==> src/rtl/processor_pkg.sv <==
// Shared definitions for the lab processor control unit: opcodes, FSM state codes, ALU selects.
// Pure declarations; no timing or flow control.
package processor_pkg;

   localparam int DEF_RF_ADDR_W = 4;
   localparam int DEF_PC_W      = 7;
   localparam int DEF_D_ADDR_W  = 8;

   localparam logic [3:0] OP_NOOP  = 4'h0;
   localparam logic [3:0] OP_STORE = 4'h1;
   localparam logic [3:0] OP_LOAD  = 4'h2;
   localparam logic [3:0] OP_ADD   = 4'h3;
   localparam logic [3:0] OP_SUB   = 4'h4;
   localparam logic [3:0] OP_HALT  = 4'h5;

   localparam logic [2:0] ALU_PASS = 3'd0;
   localparam logic [2:0] ALU_ADD  = 3'd1;
   localparam logic [2:0] ALU_SUB  = 3'd2;

   typedef enum logic [3:0] {
      S_INIT   = 4'd0,
      S_FETCH  = 4'd1,
      S_DECODE = 4'd2,
      S_NOOP   = 4'd3,
      S_LOAD_A = 4'd4,
      S_LOAD_B = 4'd5,
      S_STORE  = 4'd6,
      S_ADD    = 4'd7,
      S_SUB    = 4'd8,
      S_HALT   = 4'd9
   } state_t;

endpackage

==> src/rtl/processor_controller_if.sv <==
// Control-unit bus: instruction ROM port plus data-memory, ALU and register-file controls.
// Master is the controller; slave is the datapath/memory side. No handshake, strobes are single-cycle.
interface processor_controller_if #(
   parameter int RF_ADDR_W = 4,
   parameter int PC_W      = 7,
   parameter int D_ADDR_W  = 8
);
   logic [15:0]          IM_data;
   logic [PC_W-1:0]      IM_addr;
   logic [D_ADDR_W-1:0]  D_addr;
   logic                 D_wr;
   logic                 RF_s;
   logic [RF_ADDR_W-1:0] RF_W_addr;
   logic                 RF_W_en;
   logic [RF_ADDR_W-1:0] RF_Ra_addr;
   logic [RF_ADDR_W-1:0] RF_Rb_addr;
   logic [2:0]           ALU_s;
   logic                 Halted;
   logic [3:0]           State;

   modport master (
      input  IM_data,
      output IM_addr, D_addr, D_wr, RF_s, RF_W_addr, RF_W_en,
             RF_Ra_addr, RF_Rb_addr, ALU_s, Halted, State
   );

   modport slave (
      output IM_data,
      input  IM_addr, D_addr, D_wr, RF_s, RF_W_addr, RF_W_en,
             RF_Ra_addr, RF_Rb_addr, ALU_s, Halted, State
   );
endinterface

==> src/rtl/program_counter.sv <==
// Program counter: increments by one when inc is high, wraps silently; async active-low clear.
// Latency: new value visible the cycle after inc; no backpressure.
module program_counter #(
   parameter int PC_W = 7
) (
   input  logic            clk,
   input  logic            clr_n,
   input  logic            inc,
   output logic [PC_W-1:0] pc
);

   always_ff @(posedge clk or negedge clr_n) begin
      if (!clr_n) begin
         pc <= '0;
      end else if (inc) begin
         pc <= pc + PC_W'(1);
      end
   end

endmodule

==> src/rtl/processor_controller.sv <==
// Multi-cycle control unit: fetches from a synchronous ROM, Moore FSM sequences each instruction.
// 3 cycles per instruction (LOAD 4); HALT is terminal until reset; no backpressure.
module processor_controller
   import processor_pkg::*;
#(
   parameter int RF_ADDR_W = DEF_RF_ADDR_W,
   parameter int PC_W      = DEF_PC_W,
   parameter int D_ADDR_W  = DEF_D_ADDR_W
) (
   input  logic                           Clk,
   input  logic                           Reset_n,
   processor_controller_if.master         bus
);

   state_t          state;
   logic [15:0]     ir;
   logic [PC_W-1:0] pc;

   program_counter #(.PC_W(PC_W)) u_pc (
      .clk   (Clk),
      .clr_n (Reset_n),
      .inc   (state == S_FETCH),
      .pc    (pc)
   );

   always_ff @(posedge Clk or negedge Reset_n) begin
      if (!Reset_n) begin
         state <= S_INIT;
         ir    <= '0;
      end else begin
         case (state)
            S_INIT:   state <= S_FETCH;
            S_FETCH: begin
               ir    <= bus.IM_data;
               state <= S_DECODE;
            end
            S_DECODE: begin
               // Unassigned opcodes fall through to NOOP.
               case (ir[15:12])
                  OP_STORE: state <= S_STORE;
                  OP_LOAD:  state <= S_LOAD_A;
                  OP_ADD:   state <= S_ADD;
                  OP_SUB:   state <= S_SUB;
                  OP_HALT:  state <= S_HALT;
                  default:  state <= S_NOOP;
               endcase
            end
            S_LOAD_A: state <= S_LOAD_B;
            S_HALT:   state <= S_HALT;
            default:  state <= S_FETCH;
         endcase
      end
   end

   // Moore decode from state and IR; reset forces INIT, so every output drops with Reset_n.
   always_comb begin
      bus.D_addr     = '0;
      bus.D_wr       = 1'b0;
      bus.RF_s       = 1'b0;
      bus.RF_W_addr  = '0;
      bus.RF_W_en    = 1'b0;
      bus.RF_Ra_addr = '0;
      bus.RF_Rb_addr = '0;
      bus.ALU_s      = ALU_PASS;
      case (state)
         S_LOAD_A: begin
            bus.D_addr = D_ADDR_W'(ir[11:4]);
         end
         S_LOAD_B: begin
            bus.D_addr    = D_ADDR_W'(ir[11:4]);
            bus.RF_s      = 1'b1;
            bus.RF_W_addr = RF_ADDR_W'(ir[3:0]);
            bus.RF_W_en   = 1'b1;
         end
         S_STORE: begin
            bus.D_addr     = D_ADDR_W'(ir[11:4]);
            bus.RF_Ra_addr = RF_ADDR_W'(ir[3:0]);
            bus.D_wr       = 1'b1;
         end
         S_ADD, S_SUB: begin
            bus.RF_Ra_addr = RF_ADDR_W'(ir[11:8]);
            bus.RF_Rb_addr = RF_ADDR_W'(ir[7:4]);
            bus.RF_W_addr  = RF_ADDR_W'(ir[3:0]);
            bus.RF_W_en    = 1'b1;
            bus.ALU_s      = (state == S_ADD) ? ALU_ADD : ALU_SUB;
         end
         default: ;
      endcase
   end

   assign bus.IM_addr = pc;
   assign bus.Halted  = (state == S_HALT);
   assign bus.State   = state;

endmodule

==> src/flat_wrapper.sv <==
// flat-port wrapper written by rule: the top's interface ports become plain ports
module processor_controller_flat import processor_pkg::*;
#(
   parameter int RF_ADDR_W = DEF_RF_ADDR_W,
   parameter int PC_W      = DEF_PC_W,
   parameter int D_ADDR_W  = DEF_D_ADDR_W
)
  (Clk, Reset_n, bus_IM_data, bus_IM_addr, bus_D_addr, bus_D_wr, bus_RF_s, bus_RF_W_addr, bus_RF_W_en, bus_RF_Ra_addr, bus_RF_Rb_addr, bus_ALU_s, bus_Halted, bus_State);
  processor_controller_if #(.RF_ADDR_W(RF_ADDR_W), .PC_W(PC_W), .D_ADDR_W(D_ADDR_W)) bus_i ();
  input  logic Clk;
  input  logic Reset_n;
  input wire logic [$bits(bus_i.IM_data)-1:0] bus_IM_data;
  output wire logic [$bits(bus_i.IM_addr)-1:0] bus_IM_addr;
  output wire logic [$bits(bus_i.D_addr)-1:0] bus_D_addr;
  output wire logic [$bits(bus_i.D_wr)-1:0] bus_D_wr;
  output wire logic [$bits(bus_i.RF_s)-1:0] bus_RF_s;
  output wire logic [$bits(bus_i.RF_W_addr)-1:0] bus_RF_W_addr;
  output wire logic [$bits(bus_i.RF_W_en)-1:0] bus_RF_W_en;
  output wire logic [$bits(bus_i.RF_Ra_addr)-1:0] bus_RF_Ra_addr;
  output wire logic [$bits(bus_i.RF_Rb_addr)-1:0] bus_RF_Rb_addr;
  output wire logic [$bits(bus_i.ALU_s)-1:0] bus_ALU_s;
  output wire logic [$bits(bus_i.Halted)-1:0] bus_Halted;
  output wire logic [$bits(bus_i.State)-1:0] bus_State;
  assign bus_i.IM_data = bus_IM_data;
  assign bus_IM_addr = bus_i.IM_addr;
  assign bus_D_addr = bus_i.D_addr;
  assign bus_D_wr = bus_i.D_wr;
  assign bus_RF_s = bus_i.RF_s;
  assign bus_RF_W_addr = bus_i.RF_W_addr;
  assign bus_RF_W_en = bus_i.RF_W_en;
  assign bus_RF_Ra_addr = bus_i.RF_Ra_addr;
  assign bus_RF_Rb_addr = bus_i.RF_Rb_addr;
  assign bus_ALU_s = bus_i.ALU_s;
  assign bus_Halted = bus_i.Halted;
  assign bus_State = bus_i.State;
  processor_controller #(.RF_ADDR_W(RF_ADDR_W), .PC_W(PC_W), .D_ADDR_W(D_ADDR_W)) u_core (.Clk(Clk), .Reset_n(Reset_n), .bus(bus_i));
endmodule
==> config.mk <==
export PLATFORM = sky130hd
export DESIGN_NAME = processor_controller_flat
export DESIGN_NICKNAME = d
export VERILOG_FILES = /design/src/rtl/processor_pkg.sv /design/src/rtl/processor_controller_if.sv /design/src/rtl/program_counter.sv /design/src/rtl/processor_controller.sv /design/src/flat_wrapper.sv
export SDC_FILE = /design/constraint.sdc
export NUM_CORES = 1
export LEC_CHECK = 0
export CORE_MARGIN = 4
export CORE_UTILIZATION = 39
export CTS_CLUSTER_SIZE = 10
export DETAILED_ROUTE_END_ITERATION = 6
export PLACE_DENSITY = 0.76
export RECOVER_POWER = 100
export SLEW_MARGIN = 20
export SYNTH_ARGS = -nofsm -noshare
export SYNTH_HDL_FRONTEND = slang
export SYNTH_SLANG_ARGS = --single-unit
==> constraint.sdc <==
create_clock -name Clk -period 1.6 [get_ports Clk]
set_input_delay 0.48 -clock Clk [delete_from_list [all_inputs] [get_ports Clk]]
set_output_delay 0.48 -clock Clk [all_outputs]
set_load 0.02 [all_outputs]
==> results.py <==
metrics = {
    "clock_network": {
        "cts_max_level": 1,
        "cts_buffer_depth": 2,
        "ctsRootBufferMaster": "clkbuf_4",
        "cts.clk_slew.worst_paths_ns": 0.16,
        "postCtsHoldBufs": 0,
        "numCtsBuffers": 3,
        "clk-insertion-delay-late_ns": 0.34,
        "cts_tree": "built",
        "cts_sinks": 27,
    },
    "sta": {
        "layout_setup_ws_ns": -0.711,
        "slew_headroom_pct": 55.4,
        "period_minus_slack_ns": 2.31,
        "finalSetupViolations": 50,
        "timing.fmax_ghz": 0.433,
        "tightestPinTransition_ns": 0.669,
        "rsz0062_at_grt": "yes",
        "min_period_over_period_pct": 144,
        "fin_worst_skew_ns": 0.00445,
        "finalHoldViolCount": 0,
        "slew_violations": 0,
    },
    "critical_path": {
        "crit_arrival_ns": 1.83,
        "end_kind": "output pin",
        "critPathKind": "flip-flop to output pin",
        "critical_path_required_ns": 1.12,
        "startpoint_type": "flip-flop",
        "critPathMaxFanout": 8,
    },
    "power_and_ir_drop": {
        "combPwrFrac_pct": 62.1,
        "p_per_area_nw_per_um2": 1780,
        "netSwitchingFraction_pct": 38.9,
        "p_leak_uw": 0.00114,
        "ir_worst_vdd_mv": 1.76,
        "internal_power_uw": 2690,
        "switchingPower_uw": 1710,
        "pwr-share-clk_pct": 7.5,
        "seqPwrFrac_pct": 30.4,
    },
    "detailed_routing": {
        "via_count": 1199,
        "wirelength_um": 4100,
        "drc_errors": 0,
        "drtIter0Drc": 35,
        "drt-pass1-iter-count": 3,
        "vias_per_cell": 4.89,
        "drt-wirelength-per-cell_um": 16.7,
        "ant_nets": 0,
    },
    "cells_and_area": {
        "layout_common_cells": "35 x buf_6, 26 x dfrtp_1, 19 x buf_4",
        "antenna_cells": 0,
        "final_common_cell": "buf_6",
        "nFillCells": 235,
        "areaGrowthSynthToFinish_pct": 76.5,
        "drive_gt1_share_pct": 58.3,
        "design_area_um2": 2480,
        "finalNetCount": 219,
    },
    "placed_design": {
        "io_buffers": 54,
        "place_area_um2": 2170,
        "place.gp.congestion": 0.740,
        "hpwl_um": 2640,
        "pre_cts_ws_ns": -0.793,
    },
    "synthesis": {
        "synth_cell_types": 33,
        "netlist_instances": 119,
        "ys_warn_count": 0,
        "synth-seq-cells": 27,
        "syn-cell-area_um2": 1400,
        "synth_nets": 138,
        "seq_area_frac_synth_pct": 48.2,
        "avgSynthCellArea_um2": 11.8,
    },
    "floorplanning": {
        "start_util_pct": 41.1,
        "dieArea_um2": 4620,
        "die_h_um": 68.0,
        "ios": 56,
        "die_w_um": 68.0,
        "rows": 21,
        "coreArea_um2": 3420,
    },
    "run_status": {
        "run_status": "complete, but fails checks",
        "violations": "setup timing",
    },
    "grt": {
        "grt_use_met1_pct": 17.5,
        "grt_pass1_wl_um": 5700,
        "grt_overflow": 0,
        "grt_pass1_vias": 1207,
        "track_usage_pct": 16.5,
        "grt_max_degree": 28,
        "grt_util_met2_pct": 30.2,
        "busiest_layer": "met2",
        "antenna_found_initial": 0,
        "met3_usage_pct": 5.42,
    },
    "job": {
        "max_cap_violations": 0,
    },
    "min_path": {
        "min_path_type": "flip-flop to flip-flop",
    },
}
logic make-up (layout without fill, tap and decap cells):
family          Yosys count  count (layout)  share of synthesized area, %
flops                    27              27                          48.2
compound gates           16              16                          8.38
simple gates             40              40                          18.9
mux                      18              18                          14.4
other cells               1               1                         0.267
buf+inv                   9              89                          4.64
xor+xnor                  7               7                          4.37
fa+ha+maj                 1               1                         0.892
per-stage QoR:
step | hold WS, ns | power (uW) | utilization (%) | TNS (ns) | std cells
final | 0.505 | 4400 | 72.5 | -17.39 | 245
after floorplan | 0.184 | 2620 | - | -6.04 | 119
after global placement | 0.462 | 3320 | 63.7 | -16.79 | 228
after global routing | 0.554 | 4650 | 72.5 | -20.67 | 245
after CTS | 0.491 | 3780 | 67.3 | -14.88 | 237
after detailed placement | 0.491 | 3400 | 63.7 | -17.30 | 228
per-layer routing:
| layer | vias to the layer above | wire length [um] | share of wire (%) |
|---|---|---|---|
| met3 | 8 | 216 | 5.3 |
| met2 | 36 | 2190 | 53 |
| met5 | - | 0 | 0 |
| li1 | 574 | - | - |
| met1 | 581 | 1620 | 39 |
| met4 | 0 | 77 | 1.9 |
path summary, 6_finish.rpt:
kind,cells past startpoint,slack [ns],endpoint,start
worst max-delay path,4,-0.71,bus_RF_Rb_addr[2],u_core.bus.State[0]
worst min-delay path,1,0.50,u_core.u_pc.pc[6],u_core.u_pc.pc[6]
worst max register to register,6,-0.16,u_core.ir[1],u_core.bus.State[1]
worst min register to register,1,0.50,u_core.u_pc.pc[6],u_core.u_pc.pc[6]
max in group asynchronous,2,0.46,u_core.bus.State[2],Reset_n
min in group asynchronous,2,0.67,u_core.ir[11],Reset_n
power groups by stage:
stage                     clock, uW  combinational [uW]  sequential [uW]
final                           332                2730             1340
after CTS                       337                2130             1310
after global placement            0                2020             1300
after detailed placement          0                2090             1310
after floorplan                   0                1190             1430
after global routing            367                2910             1370
critical path, cell delays in order, from the launching register on:
cell and delay, ns:
dfrtp_1 0.42, or4b_4 0.59, o21ai_4 0.16, and2_4 0.20, buf_6 0.11
cells in the mapped netlist:
library cell   n  area share (%)
a22o_1         4             2.5
o21ai_2        2             1.2
conb_1         1            0.27
o211ai_1       2             1.1
nand3b_1       1            0.54
buf_2          1            0.36
mux2i_1        1            0.71
inv_1          2            0.54
buf_6          3             2.4
nand2_1        2            0.54
nor4b_4        1             1.7
xnor2_1        5             3.1
nor3b_2        1            0.89
nor3b_1        1            0.54
nor2_1         5             1.3
or4b_4         1            0.98
and3_1         1            0.45
or2b_1         1            0.54
nand4_1        4             1.8
a211oi_1       2             1.1
buf_4          2             1.1
nand3_1        1            0.36
mux2_2        17              14
and2_1        16             7.1
nand2b_1       4             1.8
a21oi_1        3             1.1
dfrtp_1       27              48
ha_1           1            0.89
o21ai_0        2            0.71
buf_1          1            0.27
nor3_1         1            0.36
xor2_1         2             1.2
a211o_2        1            0.71
registers in the layout, indices dropped and copies added, names as in the netlist:
register          cells
u_core.ir            16
u_core.bus.State      4
u_core.u_pc.pc        7
cell type report:
class | instances | area [um2] | area share (%)
multi-input cells | 83 | 850 | 34.3
inverters | 2 | 7.51 | 0.303
clock inverters | 1 | 8.76 | 0.354
clock buffers | 3 | 22.5 | 0.910
flip-flops and latches | 27 | 677 | 27.3
well taps | 46 | 57.6 | 2.32
repair buffers | 83 | 853 | 34.5
repair_timing:
item                       in CTS  in global routing
cloned                          0                  3
resized for setup             200                 34
buffers inserted                6                  7
pin swaps                      16                 10
setup endpoints to repair      37                 55
Note: power is estimated with default switching activity, not from simulation.
